**config.mk**
```make
export PLATFORM = sky130hd
export DESIGN_NAME = regbank_wr_arbiter
export DESIGN_NICKNAME = d
export VERILOG_FILES = /design/src/rtl/regbank_wr_arbiter.sv
export SDC_FILE = /design/constraint.sdc
export NUM_CORES = 1
export LEC_CHECK = 0
export BUFFER_PORTS_ARGS = -buffer_cell sky130_fd_sc_hd__buf_4
export CORE_UTILIZATION = 40
export CTS_CLUSTER_DIAMETER = 200
export DETAILED_ROUTE_END_ITERATION = 12
export HOLD_SLACK_MARGIN = 0.15
export PLACE_DENSITY = 0.78
export REMOVE_ABC_BUFFERS = 1
export SYNTH_ARGS = -nofsm -noshare
export SYNTH_HDL_FRONTEND = slang
export SYNTH_SLANG_ARGS = --single-unit
```
**constraint.sdc**
```tcl
create_clock -name clock -period 3.3 [get_ports clock]
set_clock_uncertainty 0.1 [all_clocks]
set_input_delay 0.66 -clock clock [delete_from_list [all_inputs] [get_ports clock]]
set_output_delay 0.66 -clock clock [all_outputs]
set_load 0.01 [all_outputs]
```
**src/rtl/regbank_wr_arbiter.sv**
```systemverilog
// regbank_wr_arbiter: shares the register-bank write port between core writeback (priority)
// and a debug/loader port, with a starvation counter that forces one debug grant. Rev 1.0
`default_nettype none

module regbank_wr_arbiter #(
  parameter int STARVE_LIMIT = 3,
  parameter int CNT_W        = 4
) (
  input  logic       clock,
  input  logic       reset,
  input  logic       core_we,
  input  logic [1:0] core_addr,
  input  logic [7:0] core_data,
  output logic       core_stall,
  input  logic       dbg_valid,
  input  logic [1:0] dbg_addr,
  input  logic [7:0] dbg_data,
  output logic       dbg_ready,
  output logic       RegWrite,
  output logic [1:0] WriteReg,
  output logic [7:0] WriteData,
  output logic [7:0] dbg_wr_count
);

  localparam logic [0:0]       NORMAL   = 1'b0;
  localparam logic [0:0]       FORCE    = 1'b1;
  localparam logic [CNT_W-1:0] LIMIT_M1 = CNT_W'(STARVE_LIMIT - 1);

  logic [0:0]       state;
  logic [CNT_W-1:0] wait_cnt;
  logic             grant_core;
  logic             grant_dbg;
  logic             blocked;

  // Grants are forced low during reset so the bank sees no write.
  always_comb begin
    grant_core = 1'b0;
    grant_dbg  = 1'b0;
    if (!reset) begin
      if (state == FORCE) begin
        grant_dbg  = dbg_valid;
        grant_core = core_we & ~dbg_valid;
      end else begin
        grant_core = core_we;
        grant_dbg  = dbg_valid & ~core_we;
      end
    end
  end

  assign blocked    = dbg_valid & ~grant_dbg;
  assign RegWrite   = grant_core | grant_dbg;
  assign dbg_ready  = grant_dbg;
  assign core_stall = core_we & ~grant_core & ~reset;
  assign WriteReg   = reset ? 2'd0 : (grant_dbg ? dbg_addr : core_addr);
  assign WriteData  = reset ? 8'd0 : (grant_dbg ? dbg_data : core_data);

  always_ff @(posedge clock) begin
    if (reset) begin
      state        <= NORMAL;
      wait_cnt     <= '0;
      dbg_wr_count <= 8'd0;
    end else begin
      if (grant_dbg) begin
        dbg_wr_count <= dbg_wr_count + 8'd1;
      end
      case (state)
        FORCE: begin
          // A forced slot lasts one cycle whether or not debug is still asking.
          state    <= NORMAL;
          wait_cnt <= '0;
        end
        default: begin
          if (blocked) begin
            if (wait_cnt == LIMIT_M1) begin
              state    <= FORCE;
              wait_cnt <= '0;
            end else begin
              wait_cnt <= wait_cnt + 1'b1;
            end
          end else begin
            wait_cnt <= '0;
          end
        end
      endcase
    end
  end

endmodule

`default_nettype wire

```
**Yosys cells after proc, flatten, opt, wreduce, memory -nomap -nowiden**

Cells that the tools add are included.

- Output and inout bits: 21
- Register bits after elaboration: 13
- Word-level logic and storage cells: 29
- Input bits: 24

- Muxes and demuxes: 9
- Add/subtract/negate cells: 2
- Reduce and logical (&&, ||, !) cells: 2
- Equality and inequality tests: 1
- Bitwise gates (word level): 12

Operator list:

| cell | count |
|---|---|
| 8-bit 2-to-1 mux | 2 |
| 8-bit by 1-bit adder with 8-bit output, second input constant | 1 |
| 1-bit NOT | 6 |
| 1-bit AND | 5 |
| 1-bit 2-to-1 mux | 5 |
| 4-bit by 1-bit adder with 4-bit output, second input constant | 1 |
| 4-bit by 2-bit == test with 1-bit output, second input constant | 1 |
| 2-bit 2-to-1 mux | 2 |
| 4-bit OR reduction | 1 |
| 3-bit OR reduction | 1 |
| 1-bit bitwise OR | 1 |

**Logic depth before layout (Yosys ltp)**

- Depth after elaboration: 8
- Gate-level depth with buffers: 6
- Mapped depth without buffers: 6

**Worst setup path after synthesis**

Ideal clock, no wire load.

- Path type: input to output
- Start: in core_we
- End: out WriteData[0]
- Buffers on the path: 2
- Path slack: 0.968 ns
- Stages: 6
- Arrival time: 1.572 ns
- Data required time: 2.540 ns
- Cell sequence: nor2b_4 buf_6 nor2_1 buf_2 nand2_1 o21ai_0

- Longest elaborated chain between the ends: 6

Ends and longest elaborated chain:

| what | RTL line | RTL |
|---|---|---|
| from (decl) | 11 | `input logic core_we,` |
| 1-bit NOT | 45 | `grant_dbg = dbg_valid & ~core_we;` |
| 1-bit AND | 45 |  |
| 1-bit 2-to-1 mux | 40 | `if (state == FORCE) begin` |
| 1-bit 2-to-1 mux | 39 | `if (!reset) begin` |
| net dbg_ready | 18 | `output logic dbg_ready,` |
| 8-bit 2-to-1 mux (2 in a row) | 55 | `assign WriteData = reset ? 8'd0 : (grant_dbg ? dbg_data : core_data);` |
| to (decl) | 21 | `output logic [7:0] WriteData,` |

The timed path passes the listed nets, and every way through them passes these cells.

**Worst setup path after layout**

- Start: in reset
- End: out WriteData[2]

- Longest elaborated chain between the ends: 3

Ends and longest elaborated chain:

| what | RTL line | RTL |
|---|---|---|
| from (decl) | 10 | `input logic reset,` |
| 1-bit 2-to-1 mux | 39 |  |
| 8-bit 2-to-1 mux | 55 |  |
| 8-bit 2-to-1 mux (*) | 55 |  |

Mark *: on every way between the ends. The rest lies on a longest branch, timed or not.

==> metrics.md <==
| Metric | Value |
|---|---|
| Clk sinks | `13` |
| Status | `finished clean` |
| Worst reg-to-reg setup slack | `1740 ps` |
| Num CTS Buffers | `3` |
| DRC viols | `0` |
| Layout cells sized above 1 | `38.2%` |
| Fmax | `408 MHz` |
| Seq/Total Area, Yosys | `32.9%` |
| Slew HR | `80.7%` |
| Root Driver | `clkbuf_4` |
| Overall die height | `46.5 um` |
| Worst-Margin Slew | `286 ps` |
| Grt ovf | `0` |
| Die X | `46.5 um` |
| Initial Utilization | `44.4%` |
| Area grow syn2layout | `46.4%` |
| Synthesized instance count | `100` |
| Routed Antenna Nets | `0` |
| Full die area | `2160 sq um` |
| Count of cell types in the netlist | `26` |
| Kind of critical path | `in -> out` |
| HPWL after detailed placement | `1460 um` |
| Postcts setup bufs | `0` |
| Port Buf Inserts | `44` |
| Final setup viols | `0` |
| Worst Hold Depth | `1` |
| Initial antenna violation count | `0` |
| TNS Setup | `0 ps` |
| Max rail drop VDD | `0.000314 V` |
| Vias in the first global route | `663` |
| GRT Total Usage | `17.6%` |
| Vias per Instance | `4.81` |
| Worst Path Arrival | `1690 ps` |
| Max-cap violations | `0` |
| Min-delay worst type | `reg -> reg` |
| Gpl congestion | `0.772` |
| Critical Path Source Type | `primary input` |
| CP max stage cell | `buf_4` |
| FF+latch count, synth | `13` |
| Final antenna diode count | `0` |
| Crit path capture type | `output pin` |
| Crit Path Max Fanout | `24` |
| Final hold violation count | `0` |
| Cell area power density | `287 nW/um^2` |
| Final Slew Violations | `0` |
| Post-Syn Area | `791 sq um` |
| Final period util | `74.3%` |
| Via Count | `813` |
| Fin crit period | `2450 ps` |
| TritonRoute pass-1 iters | `3` |
| Post-CTS Hold Buffers | `0` |
| CP dominant cell by count | `buf_4` |
| FF-to-FF End | `dbg_wr_count[7]` |
| Clock latency on the worst-skew pair | `280 ps` |
| CTS clk-pin slew, worst paths | `80 ps` |
| Final net count | `172` |
| R2R depth | `4` |
| H-tree Lvls | `1` |
| CP startpoint | `reset` |
| Worst path cell trace | `buf_4, nand2b_4, nor2_1, buf_4, nand2_1, o21ai_0, buf_4` |
| Hold endpoint | `wait_cnt[0]` |
| Core ar. | `1780 sq um` |
| Yosys warns | `0` |
| RSZ-0062 raised after global routing | `no` |
| Initial detailed-routing violation count | `6` |
| CTS resizes | `0` |
| Clock tree buffer depth | `2` |
| # IOs | `45` |
| Worst flop-to-flop path startpoint | `dbg_wr_count[2]` |
| Crit path largest cell delay | `240 ps` |
| CTS tree | `done` |
| CP required | `2540 ps` |
| Routed WL | `1820 um` |
| Final core occ | `64.9%` |
| Worst hold start | `wait_cnt[0]` |
| Largest net degree at the start of global routing | `25` |
| Num rows | `15` |
| First-pass GRT wire length | `2570 um` |
| Post-DR wirelength/cell | `10.8 um` |
| Syn avg cell area | `7.91 sq um` |
| Leakage power | `0.512 nW` |
[metal layers]
metal	track usage (%)	up-vias	part of all wire, %
met5	0	-	0
met4	12.4	0	3.1
met3	5.10	6	10
met2	33.6	34	48
met1	15.0	354	39
li1	-	419	-
[Yosys cell counts]
| library cell | number | area, sq um |
|---|---|---|
| ha_1 | 3 | 37.5 |
| a21oi_1 | 1 | 5.00 |
| mux2_4 | 1 | 15.0 |
| nand2_1 | 13 | 48.8 |
| nor2b_1 | 2 | 12.5 |
| buf_2 | 2 | 10.0 |
| dfxtp_1 | 13 | 260 |
| xnor2_1 | 6 | 52.6 |
| nand2b_4 | 1 | 13.8 |
| nor3_1 | 2 | 10.0 |
| nand3_1 | 5 | 25.0 |
| nor2b_4 | 1 | 13.8 |
| nand3_2 | 1 | 10.0 |
| buf_6 | 1 | 11.3 |
| inv_1 | 1 | 3.75 |
| nor4_4 | 1 | 21.3 |
| clkbuf_1 | 2 | 7.51 |
| nor4_1 | 1 | 6.26 |
| o21ai_0 | 11 | 55.1 |
| nor3b_1 | 1 | 7.51 |
| nor2_1 | 14 | 52.6 |
| nand3b_1 | 1 | 7.51 |
| or2_2 | 1 | 6.26 |
| nand2b_1 | 13 | 81.3 |
| and3_2 | 1 | 7.51 |
| xor2_1 | 1 | 8.76 |
[cells in the final DEF (no fill, tap or decap), drive strengths merged, types with 3 or more instances in the layout]
cell type	Yosys	routed
buf	3	45
clkbuf	2	4
dfxtp	13	13
ha	3	3
nand2	13	13
nand2b	14	14
nand3	6	6
nor2	14	14
nor2b	3	3
o21ai	11	11
xnor2	6	6
[where the power goes]
| part | internal, mW | switching [mW] | total [mW] |
|---|---|---|---|
| clock network | 0.0469 | 0.0535 | 0.100 |
| registers | 0.158 | 0.00192 | 0.160 |
| logic | 0.0413 | 0.0300 | 0.0713 |
[cell families (layout without fill, tap and decap cells)]
group | count (synthesis) | in the layout | share of synthesized area, %
buffers and inverters | 6 | 50 | 4.11
flip-flops | 13 | 13 | 32.9
XOR/XNOR | 7 | 7 | 7.75
AND/OR/NAND/NOR | 58 | 58 | 41.0
multiplexers | 1 | 1 | 1.90
adder cells (fa/ha/maj) | 3 | 3 | 4.75
AO/OA/AOI/OAI | 12 | 12 | 7.59
[cell type report]
cell class	count	area, sq um
Clock buffer	4	26.3
Fill cell	151	626
Inverter	1	3.75
Multi-Input combinational cell	81	498
Sequential cell	13	260
Tap cell	25	31.3
Timing Repair Buffer	45	338
[metrics by stage]
stage	power (mW)	hold slack [ps]	cell area, sq um	std cells	worst slack, ps
2_1_floorplan	0.191	330	762	95	580
3_3_place_gp	0.234	347	1130	165	895
3_5_place_dp	0.236	360	1130	165	834
4_1_cts	0.336	379	1160	169	833
5_1_grt	0.348	406	1160	169	771
6_report	0.332	379	1160	169	849
[sequential cells by signal (all words and copies together), names as in the netlist]
| register | cells |
|---|---|
| wait_cnt | 4 |
| dbg_wr_count | 8 |
| state | 1 |
[worst max-delay path, delay by kind of cell]
| kind | cells | cell delay (ps) |
|---|---|---|
| buf+inv | 3 | 570 |
| simple gates | 3 | 370 |
| compound gates | 1 | 90 |
[how the worst max path moves through the flow]
stage / endpoint / cells past startpoint / slack (ps)
2_1_floorplan: WriteData[0] / 3 / 580
3_3_place_gp: WriteData[2] / 6 / 900
3_5_place_dp: WriteData[2] / 7 / 830
4_1_cts: WriteData[2] / 7 / 830
5_1_grt: WriteData[2] / 7 / 770
6_report: WriteData[2] / 7 / 850
(Power assumes the default switching activity.)
